File: config.mk
export PLATFORM = sky130hd
export DESIGN_NAME = wb_pipe_reg
export DESIGN_NICKNAME = d
export VERILOG_FILES = /design/src/rtl/wb_pipe_reg_pkg.sv /design/src/rtl/pipe_skid_slot.sv /design/src/rtl/wb_pipe_reg.sv
export SDC_FILE = /design/constraint.sdc
export NUM_CORES = 1
export LEC_CHECK = 0
export CORE_ASPECT_RATIO = 1.25
export CORE_MARGIN = 4
export CORE_UTILIZATION = 55
export CTS_CLUSTER_SIZE = 30
export DETAILED_ROUTE_END_ITERATION = 7
export PLACE_DENSITY_LB_ADDON = 0.3
export SLEW_MARGIN = 0
export SYNTH_ARGS = -nofsm -noshare
export SYNTH_HDL_FRONTEND = slang
export SYNTH_SLANG_ARGS = --single-unit
File: constraint.sdc
create_clock -name clk -period 3.7 [get_ports clk]
set_input_delay 1.11 -clock clk [delete_from_list [all_inputs] [get_ports clk]]
set_output_delay 1.11 -clock clk [all_outputs]
set_load 0.02 [all_outputs]
File: src/rtl/wb_pipe_reg_pkg.sv
// Shared constants for the MEM->WB pipeline register: reset/enable encodings and payload sizing.
package wb_pipe_reg_pkg;

    localparam logic        RstEnable    = 1'b1;
    localparam logic        WriteEnable  = 1'b1;
    localparam logic        WriteDisable = 1'b0;
    localparam int unsigned NOPRegAddr   = 0;
    localparam int unsigned ZeroWord     = 0;
    localparam int unsigned WbLanesMax   = 4;

    // Packed layout is {wd, wdata, wreg, hi, lo, whilo}.
    function automatic int unsigned payload_w(input int unsigned lanes,
                                              input int unsigned data_w,
                                              input int unsigned addr_w);
        return lanes * (addr_w + data_w + 1) + 2 * data_w + 1;
    endfunction

endpackage

File: src/rtl/pipe_skid_slot.sv
// One payload register plus valid bit; clear empties the slot and returns the payload to RST_VAL.
module pipe_skid_slot
    import wb_pipe_reg_pkg::*;
#(
    parameter int unsigned    W       = 8,
    parameter logic [W-1:0]   RST_VAL = '0
) (
    input  logic         clk,
    input  logic         rst,
    input  logic         load,
    input  logic         clear,
    input  logic [W-1:0] d,
    output logic [W-1:0] q,
    output logic         valid
);

    logic [W-1:0] payload_q;
    logic         valid_q;

    always_ff @(posedge clk) begin
        if (rst == RstEnable || clear) begin
            valid_q   <= 1'b0;
            payload_q <= RST_VAL;
        end else if (load) begin
            valid_q   <= 1'b1;
            payload_q <= d;
        end
    end

    assign q     = payload_q;
    assign valid = valid_q;

endmodule

File: src/rtl/wb_pipe_reg.sv
// MEM->WB pipeline register with valid/ready handshake, a main slot and a one-entry skid slot.
// Bubbles present reset values on every payload output so write-back never writes on them.
module wb_pipe_reg
    import wb_pipe_reg_pkg::*;
#(
    parameter int unsigned LANES   = 1,
    parameter int unsigned DATA_W  = 32,
    parameter int unsigned ADDR_W  = 5,
    parameter bit          HILO_EN = 1'b1
) (
    input  logic                    clk,
    input  logic                    rst,
    input  logic                    flush,

    input  logic                    in_valid,
    output logic                    in_ready,
    input  logic [LANES*ADDR_W-1:0] in_wd,
    input  logic [LANES*DATA_W-1:0] in_wdata,
    input  logic [LANES-1:0]        in_wreg,
    input  logic [DATA_W-1:0]       in_hi,
    input  logic [DATA_W-1:0]       in_lo,
    input  logic                    in_whilo,

    output logic                    out_valid,
    input  logic                    out_ready,
    output logic [LANES*ADDR_W-1:0] out_wd,
    output logic [LANES*DATA_W-1:0] out_wdata,
    output logic [LANES-1:0]        out_wreg,
    output logic [DATA_W-1:0]       out_hi,
    output logic [DATA_W-1:0]       out_lo,
    output logic                    out_whilo
);

    localparam int unsigned PW = payload_w(LANES, DATA_W, ADDR_W);

    localparam logic [ADDR_W-1:0] NopAddr  = ADDR_W'(NOPRegAddr);
    localparam logic [DATA_W-1:0] ZeroData = DATA_W'(ZeroWord);

    localparam logic [PW-1:0] PayloadRst = {
        {LANES{NopAddr}}, {LANES{ZeroData}}, {LANES{WriteDisable}},
        ZeroData, ZeroData, WriteDisable
    };

    if (LANES < 1 || LANES > WbLanesMax) begin : g_lanes_check
        $error("wb_pipe_reg: LANES out of range");
    end

    logic [DATA_W-1:0] hi_in, lo_in;
    logic              whilo_in;
    logic [PW-1:0]     in_payload;
    logic [PW-1:0]     main_q, skid_q, main_d;
    logic              main_valid, skid_valid;
    logic              main_load, main_clear, skid_load, skid_clear;
    logic              in_fire, out_fire, main_adv;

    logic [DATA_W-1:0] hi_q, lo_q;
    logic              whilo_q;

    // With HILO_EN=0 the hi/lo fields are packed as constants and fold away.
    if (HILO_EN) begin : g_hilo_in
        assign hi_in    = in_hi;
        assign lo_in    = in_lo;
        assign whilo_in = in_whilo;
    end else begin : g_hilo_in_off
        assign hi_in    = ZeroData;
        assign lo_in    = ZeroData;
        assign whilo_in = WriteDisable;
    end

    assign in_payload = {in_wd, in_wdata, in_wreg, hi_in, lo_in, whilo_in};

    assign in_ready = (rst != RstEnable) & ~flush & ~skid_valid;
    assign in_fire  = in_valid & in_ready;
    assign out_fire = main_valid & out_ready;
    assign main_adv = ~main_valid | out_fire;

    always_comb begin
        main_load  = 1'b0;
        main_clear = 1'b0;
        skid_load  = 1'b0;
        skid_clear = 1'b0;
        main_d     = skid_valid ? skid_q : in_payload;

        if (flush) begin
            main_clear = 1'b1;
            skid_clear = 1'b1;
        end else if (main_adv) begin
            if (skid_valid) begin
                main_load  = 1'b1;
                skid_clear = 1'b1;
            end else if (in_fire) begin
                main_load  = 1'b1;
            end else begin
                main_clear = 1'b1;
            end
        end else if (in_fire) begin
            // Main is held under stall; the accepted beat parks behind it.
            skid_load = 1'b1;
        end
    end

    pipe_skid_slot #(
        .W       (PW),
        .RST_VAL (PayloadRst)
    ) u_main (
        .clk   (clk),
        .rst   (rst),
        .load  (main_load),
        .clear (main_clear),
        .d     (main_d),
        .q     (main_q),
        .valid (main_valid)
    );

    pipe_skid_slot #(
        .W       (PW),
        .RST_VAL (PayloadRst)
    ) u_skid (
        .clk   (clk),
        .rst   (rst),
        .load  (skid_load),
        .clear (skid_clear),
        .d     (in_payload),
        .q     (skid_q),
        .valid (skid_valid)
    );

    // An empty main slot always holds PayloadRst, so bubbles need no output gating.
    assign out_valid = main_valid;
    assign {out_wd, out_wdata, out_wreg, hi_q, lo_q, whilo_q} = main_q;

    if (HILO_EN) begin : g_hilo_out
        assign out_hi    = hi_q;
        assign out_lo    = lo_q;
        assign out_whilo = whilo_q;
    end else begin : g_hilo_out_off
        assign out_hi    = ZeroData;
        assign out_lo    = ZeroData;
        assign out_whilo = WriteDisable;
    end

    skid_implies_main: assert property (@(posedge clk) disable iff (rst) skid_valid |-> main_valid);

endmodule

# ---- Word-level counts from Yosys, hierarchy flattened
# Cells that the tools add are included.
dict set report totals {
  reg_bits 208
  latch_bits 0
  ramBits 0
  rom_bits 0
  out_inout_bits 105
  word_cells 29
  n_memories 0
}
dict set report op_classes {
  n_addsub 0
  multipliers 0
  div 0
  n_lt_le_gt_ge 0
  eq_ne 0
  shift 0
  n_mux 14
  bitwise 9
  reduce_logical 2
}
# op n
set ops {}
lappend ops {{two-way mux 103 bit} 1}
lappend ops {{two-way mux 1 bit} 13}
lappend ops {{AND 1 bit} 4}
lappend ops {{inverter 1 bit} 4}
lappend ops {{logical OR 1 bit} 2}
lappend ops {{OR 1 bit} 1}

# ---- Longest topological paths before layout
# Gate-level depths: netlist of run 1.
dict set report depth {
  depth_word 9
  depth_mapped 7
}

# ---- Cells and area by module
# From an unflattened synthesis of run 1, not the netlist that was laid out.
dict set report unflattened {
  hier_cells 798
  area_unflattened_um2 8899.8
}
# module instances cells_each area_per_inst_um2 seq_area_each_um2
set modules_own_cells {}
lappend modules_own_cells {pipe_skid_slot 2 337 3716.1 2082.0}
lappend modules_own_cells {wb_pipe_reg 1 124 1467.7 0.0}

# ---- Worst setup path after synthesis of run 1
# OpenSTA, ideal clock, no wires.
dict set report synth_timing {
  kind {input port to output port}
  startpoint {input port flush}
  endpoint {output port in_ready}
  t_arrival_ps 2126
  path_slack_ps 464
  stages 4
  n_path_buf 3
  cell_sequence {buf_2 > clkbuf_1 > clkbuf_1 > nor3_1}
}
dict set report synth_between {
  elab_chain_cells 3
}
# item line_no
set synth_rtl {}
lappend synth_rtl {{start: declaration} wb_pipe_reg.sv:13} ;# input logic flush,
lappend synth_rtl {{inverter 1 bit} wb_pipe_reg.sv:72} ;# assign in_ready = (rst != RstEnable) & ~flush & ~skid_valid;
lappend synth_rtl {{AND 1 bit (2 in series)} wb_pipe_reg.sv:72}
lappend synth_rtl {{end: declaration} wb_pipe_reg.sv:16} ;# output logic in_ready,
# Every way passes these cells.

# ---- Final worst setup path of run 1
dict set report layout_timing {
  startpoint {input port rst}
  endpoint {output port in_ready}
}
dict set report layout_between {
  elab_chain_cells 3
}
# item line_no
set layout_rtl {}
lappend layout_rtl {{start: declaration} wb_pipe_reg.sv:12} ;# input logic rst,
lappend layout_rtl {{inverter 1 bit} wb_pipe_reg.sv:72}
lappend layout_rtl {{AND 1 bit (2 in series)} wb_pipe_reg.sv:72}
# Every way passes these cells.

==> metrics.txt, run 1 <==
sw frac 0.239; initial antenna violation count 0; R2R Setup Slk 1.32 ns; #FFs+latches synth between 200 and 250; GR Util All Layers 0.288; hold crit path type flop to flop; Worst-Skew Late Latency a little under 0.5 ns; post-synthesis simple-gate area fraction 0.0610; pwr dens ~390 mW/mm^2; Die Wd between 100 and 150 um; WP data arrival 2.31 ns; post-DP HPWL 16800 um; Worst Path Buf+Inv 2; # rows 53; drt pass-1 iters 5; commonest cells after routing, fill and taps aside 211 x clkdlybuf4s50_1, 207 x dfxtp_1, 104 x inv_1; hold_buf cts 0; r2r startpoint u_skid.valid; worst slew pin tran roughly 1.1 ns; CP Max Fanout 2; Starting DRT DRC Count 940; CP max stage delay approximately 0.63 ns; Tcrit/Tclk final 0.924; WS Path Type input pin to primary output; startpoint types input pin; Port Buf Inserts 212; worst path cell trace clkdlybuf4s50_1 > nor3_1 > clkdlybuf4s50_1; diode count 0; Compound-Gate Fraction of Synth Area 0.284; outcome finished clean; total CTS buffers 21; CTS tree done; reg2reg path depth 5; post-synthesis adder-cell area fraction 0; Distinct cells, synth 21; final worst slack between 0.2 and 0.3 ns; leakage about 3.6 nW; cell internal pwr roughly 3.7 mW; H-tree depth 1; mux contribution to synthesized area 0.121; total gr overflow 0; Clock power frac 0.429; synthesis-to-layout area growth 28.9%; post-CTS resize count 0; max_cap viols 0; DR vias/cell between 6 and 7; die area ~0.020 mm^2; Tmin final roughly 3.4 ns; first-pass GRT wire length 47700 um; total negative slack 0 ns; Max Clock Skew between 0.008 and 0.009 ns; CP Capture Point in_ready; largest family of logic cells by synthesized area compound AO/OA/AOI/OAI gates; vias in the first global route 9251; placer congestion estimate between 0.7 and 0.8; Crit. path cell count 3; final setup fails 0; # IOs 213; Clock Sinks 208; dpl ws 0.298 ns; Yosys warnings 0; switching pwr 1.14 mW; Hold Fails Final Rpt 0; Flop pwr share 0.472; Fin Hold WS around 0.46 ns; Fmax achieved 0.293 GHz; fin nets 1309; Post-Synthesis Mean Instance Area 8.90 um^2; crit-path most repeated cell clkdlybuf4s50_1; XOR/XNOR Fraction of Synth Area 0; Max Root-Sink Buffers 3; delay-heaviest family, CP buffers and inverters; WL final around 30000 um; max-slew violations 0; routed via count 9191; synthesized area roughly 0.0096 mm^2; Setup crit end kind primary output; RSZ-0062 raised after global routing no; Slowest-stage cell, CP clkdlybuf4s50_1; Placeable Area roughly 0.017 mm^2; RR Endpoint u_skid.q[12]; Worst-path clk slew about 0.06 ns; register area share after synthesis 0.434; Die Ht 156 um; Post-Syn Instances around 1100; VDD IR max just over 0.3 mV; Synth Net Count 1187; CTS Root Cell clkbuf_16; combinational power share 0.099; slew margin rel. 0.293; Post-CTS Setup Inserts 0; worst setup path startpoint rst; layout cells sized above 1 0.135; total power 4.80 mW; largest net degree at the start of global routing between 100 and 150; WP data required 2.59 ns; antenna viol nets, final 0; most common cell after layout, fill and taps aside clkdlybuf4s50_1; # DRC 0; Starting Density 0.566; drt wl/cell slightly above 20 um
-- through the flow --
stage          std cells   util  area (um^2)
6_report            1434  0.730        12400
5_1_grt             1434  0.730        12400
4_1_cts             1434  0.730        12400
3_5_place_dp        1398  0.692        11700
3_3_place_gp        1398  0.692        11700
2_1_floorplan       1079      -         9610
-- worst min path at each step --
stage,from,to,cells after the start
6_report,u_main.q[61],u_main.q[61],2
5_1_grt,u_main.q[83],u_main.q[83],2
2_1_floorplan,u_skid.q[0],u_skid.q[0],2
3_5_place_dp,u_main.q[52],u_main.q[52],2
4_1_cts,u_main.q[61],u_main.q[61],2
3_3_place_gp,u_main.q[62],u_main.q[62],2
-- layout make-up --
class / instances / area, um^2
flip-flops and latches: 208 / 4170
clock buffers: 33 / 601
fillers: 1356 / 4590
inverters: 105 / 394
well taps: 220 / 275
repair buffers: 234 / 2360
clock inverters: 3 / 42.5
multi-input cells: 631 / 4550
-- power groups by stage --
| stage | logic (mW) | registers, mW | clock network [mW] |
|---|---|---|---|
| 3_3_place_gp | 0.462 | 2.31 | 0 |
| 3_5_place_dp | 0.465 | 2.32 | 0 |
| 6_report | 0.474 | 2.27 | 2.06 |
| 2_1_floorplan | 0.208 | 2.33 | 0 |
| 5_1_grt | 0.501 | 2.27 | 2.17 |
| 4_1_cts | 0.467 | 2.27 | 2.08 |
-- flip-flops by register name, summed over array words and instances, names as in the netlist --
register and flops:
u_main.valid 1, u_skid.q 103, u_skid.valid 1, u_main.q 103
-- layer usage --
| layer | up-vias | track usage | routed length, um |
|---|---|---|---|
| li1 | 4248 | - | - |
| met1 | 4436 | 0.374 | 12200 |
| met2 | 445 | 0.479 | 14400 |
| met3 | 62 | 0.0565 | 2310 |
| met4 | 0 | 0.109 | 923 |
| met5 | - | 0 | 0 |
-- kinds of logic after synthesis --
| group | Yosys count |
|---|---|
| flops | 208 |
| simple gates | 113 |
| compound gates | 415 |
| mux | 103 |
| buf+inv | 240 |
-- synthesized netlist by cell type, drive strengths merged --
cell,instances,area share
nor2,3,0.0012
o31ai,1,0.0013
nor3,1,0.00052
clkbuf,87,0.034
nor2b,2,0.0013
a21oi,103,0.054
inv,105,0.041
a211o,1,0.00091
a211oi,103,0.081
nor4b,1,0.0016
mux2,103,0.12
a2111oi,103,0.094
o21ai,104,0.054
dfxtp,208,0.43
buf,48,0.025
or4b,1,0.0014
nand3,103,0.054
nand2b,2,0.0013
-- worst register-to-register path, delay by kind of cell (launching register included) --
kind / cells / cell delay, ns
AOI/OAI and AO/OA: 2 / 0.36
buffers and inverters: 2 / 0.98
DFF: 1 / 0.37
and+or+nand+nor: 1 / 0.59
Note: power is estimated with default switching activity, not from simulation.
==> run 2: changes to the inputs <==
CORE_UTILIZATION = 40   (was 55)
==> run 2 against run 1 <==
Against the previous run: die area grew 35%; clock skew increased by 0.0018 ns; clock-buffer cell count up 2; global-route usage shrank 7.2 points.
==> metrics.txt, run 2 (synthesis gave the netlist of run 1 again) <==
commonest cells after routing, fill and taps aside 211 x clkdlybuf4s50_1, 207 x dfxtp_1, 104 x inv_1; sw frac 0.238; switching pwr 1.18 mW; GR Util All Layers 0.216; RR Endpoint u_main.q[77]; CP Max Fanout 2; slew margin rel. 0.390; # rows 63; worst setup path startpoint rst; Max Clock Skew 0.00988 ns; Placeable Area about 0.024 mm^2; RSZ-0062 raised after global routing no; max_cap viols 0; antenna viol nets, final 0; most common cell after layout, fill and taps aside clkdlybuf4s50_1; outcome finished clean; first-pass GRT wire length approximately 49000 um; CTS Root Cell clkbuf_16; total power just under 5 mW; fin nets between 1000 and 1500; WP data required 2.59 ns; worst slew pin tran between 0.9 and 1 ns; layout cells sized above 1 0.140; max-slew violations 0; Placed Cells roughly 1500; Fmax achieved approximately 0.29 GHz; initial antenna violation count 1; total negative slack 0 ns; Clock Sinks roughly 210; WP data arrival ~2.3 ns; final setup fails 0; startpoint types input pin; Die Wd between 100 and 150 um; Tmin final roughly 3.4 ns; Worst-Skew Late Latency roughly 0.50 ns; Port Buf Inserts ~210; placer congestion estimate 0.765; DR vias/cell about 5.8; CTS tree done; Starting Density 0.405; total CTS buffers 22; hold crit path type flop to flop; Max Root-Sink Buffers 3; Tcrit/Tclk final 0.929; VDD IR max about 0.28 mV; diode count 0; pwr dens just under 400 mW/mm^2; reg2reg path depth 5; Flop pwr share 0.458; WL final approximately 30000 um; Die Ht between 150 and 200 um; combinational power share 0.097; Fin Hold WS between 0.4 and 0.5 ns; CP Capture Point in_ready; Starting DRT DRC Count 639; Non-Filler Instances between 1500 and 2000; die area 0.0266 mm^2; cell internal pwr roughly 3.8 mW; drt pass-1 iters 5; vias in the first global route a little over 9000; Post-CTS Setup Inserts 0; post-CTS resize count 0; # DRC 0; routed via count 8953; Clock power frac 0.446; R2R Setup Slk 1.36 ns; r2r startpoint u_skid.valid; largest net degree at the start of global routing roughly 100; # IOs approximately 210; H-tree depth 1; WS Path Type input pin to primary output; synthesis-to-layout area growth 31.4%; hold_buf cts 0; post-DP HPWL 17100 um; leakage around 3.7 nW; drt wl/cell between 15 and 20 um; Setup crit end kind primary output; total gr overflow 0; Hold Fails Final Rpt 0; Worst-path clk slew about 0.060 ns
run 2: cell count changes in the layout (fill, tap and decap cells not counted), sizes merged:
cell / previous run / this run
clkbuf: 33 / 35
clkinv: 1 / 3
buf: 23 / 25
inv: 105 / 106
clkinvlp: 1 / 0
run 2: cell type report:
class	instances	area (um^2)
clock inverters	5	55.1
clock buffers	35	661
multi-input cells	631	4550
inverters	105	395
flip-flops and latches	208	4170
well taps	325	407
repair buffers	236	2390
fillers	2151	11100
run 2: worst min path at each step:
stage	from	slack (ns)	endpoint	cells after the start
global route	u_main.q[51]	0.47	u_main.q[51]	2
detailed placement	u_main.q[2]	0.44	u_main.q[2]	2
global placement	u_main.q[58]	0.44	u_main.q[58]	2
floorplan	u_skid.q[0]	0.45	u_skid.q[0]	2
finish	u_main.q[54]	0.45	u_main.q[54]	2
CTS	u_main.q[23]	0.46	u_main.q[23]	2
run 2: layer usage:
layer | vias to the layer above | wire [um] | track usage
met1 | 4331 | 13000 | 0.283
met5 | - | 13 | 0
li1 | 4256 | - | -
met2 | 308 | 14200 | 0.354
met4 | 2 | 875 | 0.0791
met3 | 56 | 1960 | 0.0424
run 2: worst max-delay path: stages:
cell and delay (ns):
clkdlybuf4s50_1 0.42, nor3_1 0.16, clkdlybuf4s50_1 0.64
run 2: through the flow:
step	worst slack (ns)	instance area [um^2]	util
after floorplan	0.464	9610	-
after global placement	0.267	11900	0.502
after detailed placement	0.269	11900	0.502
after CTS	0.251	12600	0.532
after global routing	0.209	12600	0.532
final	0.263	12600	0.532
run 2: power by group through the flow:
| stage | combinational, mW | sequential [mW] | clock, mW |
|---|---|---|---|
| floorplan | 0.208 | 2.33 | 0 |
| global placement | 0.473 | 2.31 | 0 |
| detailed placement | 0.475 | 2.31 | 0 |
| CTS | 0.478 | 2.26 | 2.25 |
| global route | 0.510 | 2.27 | 2.34 |
| finish | 0.478 | 2.27 | 2.20 |
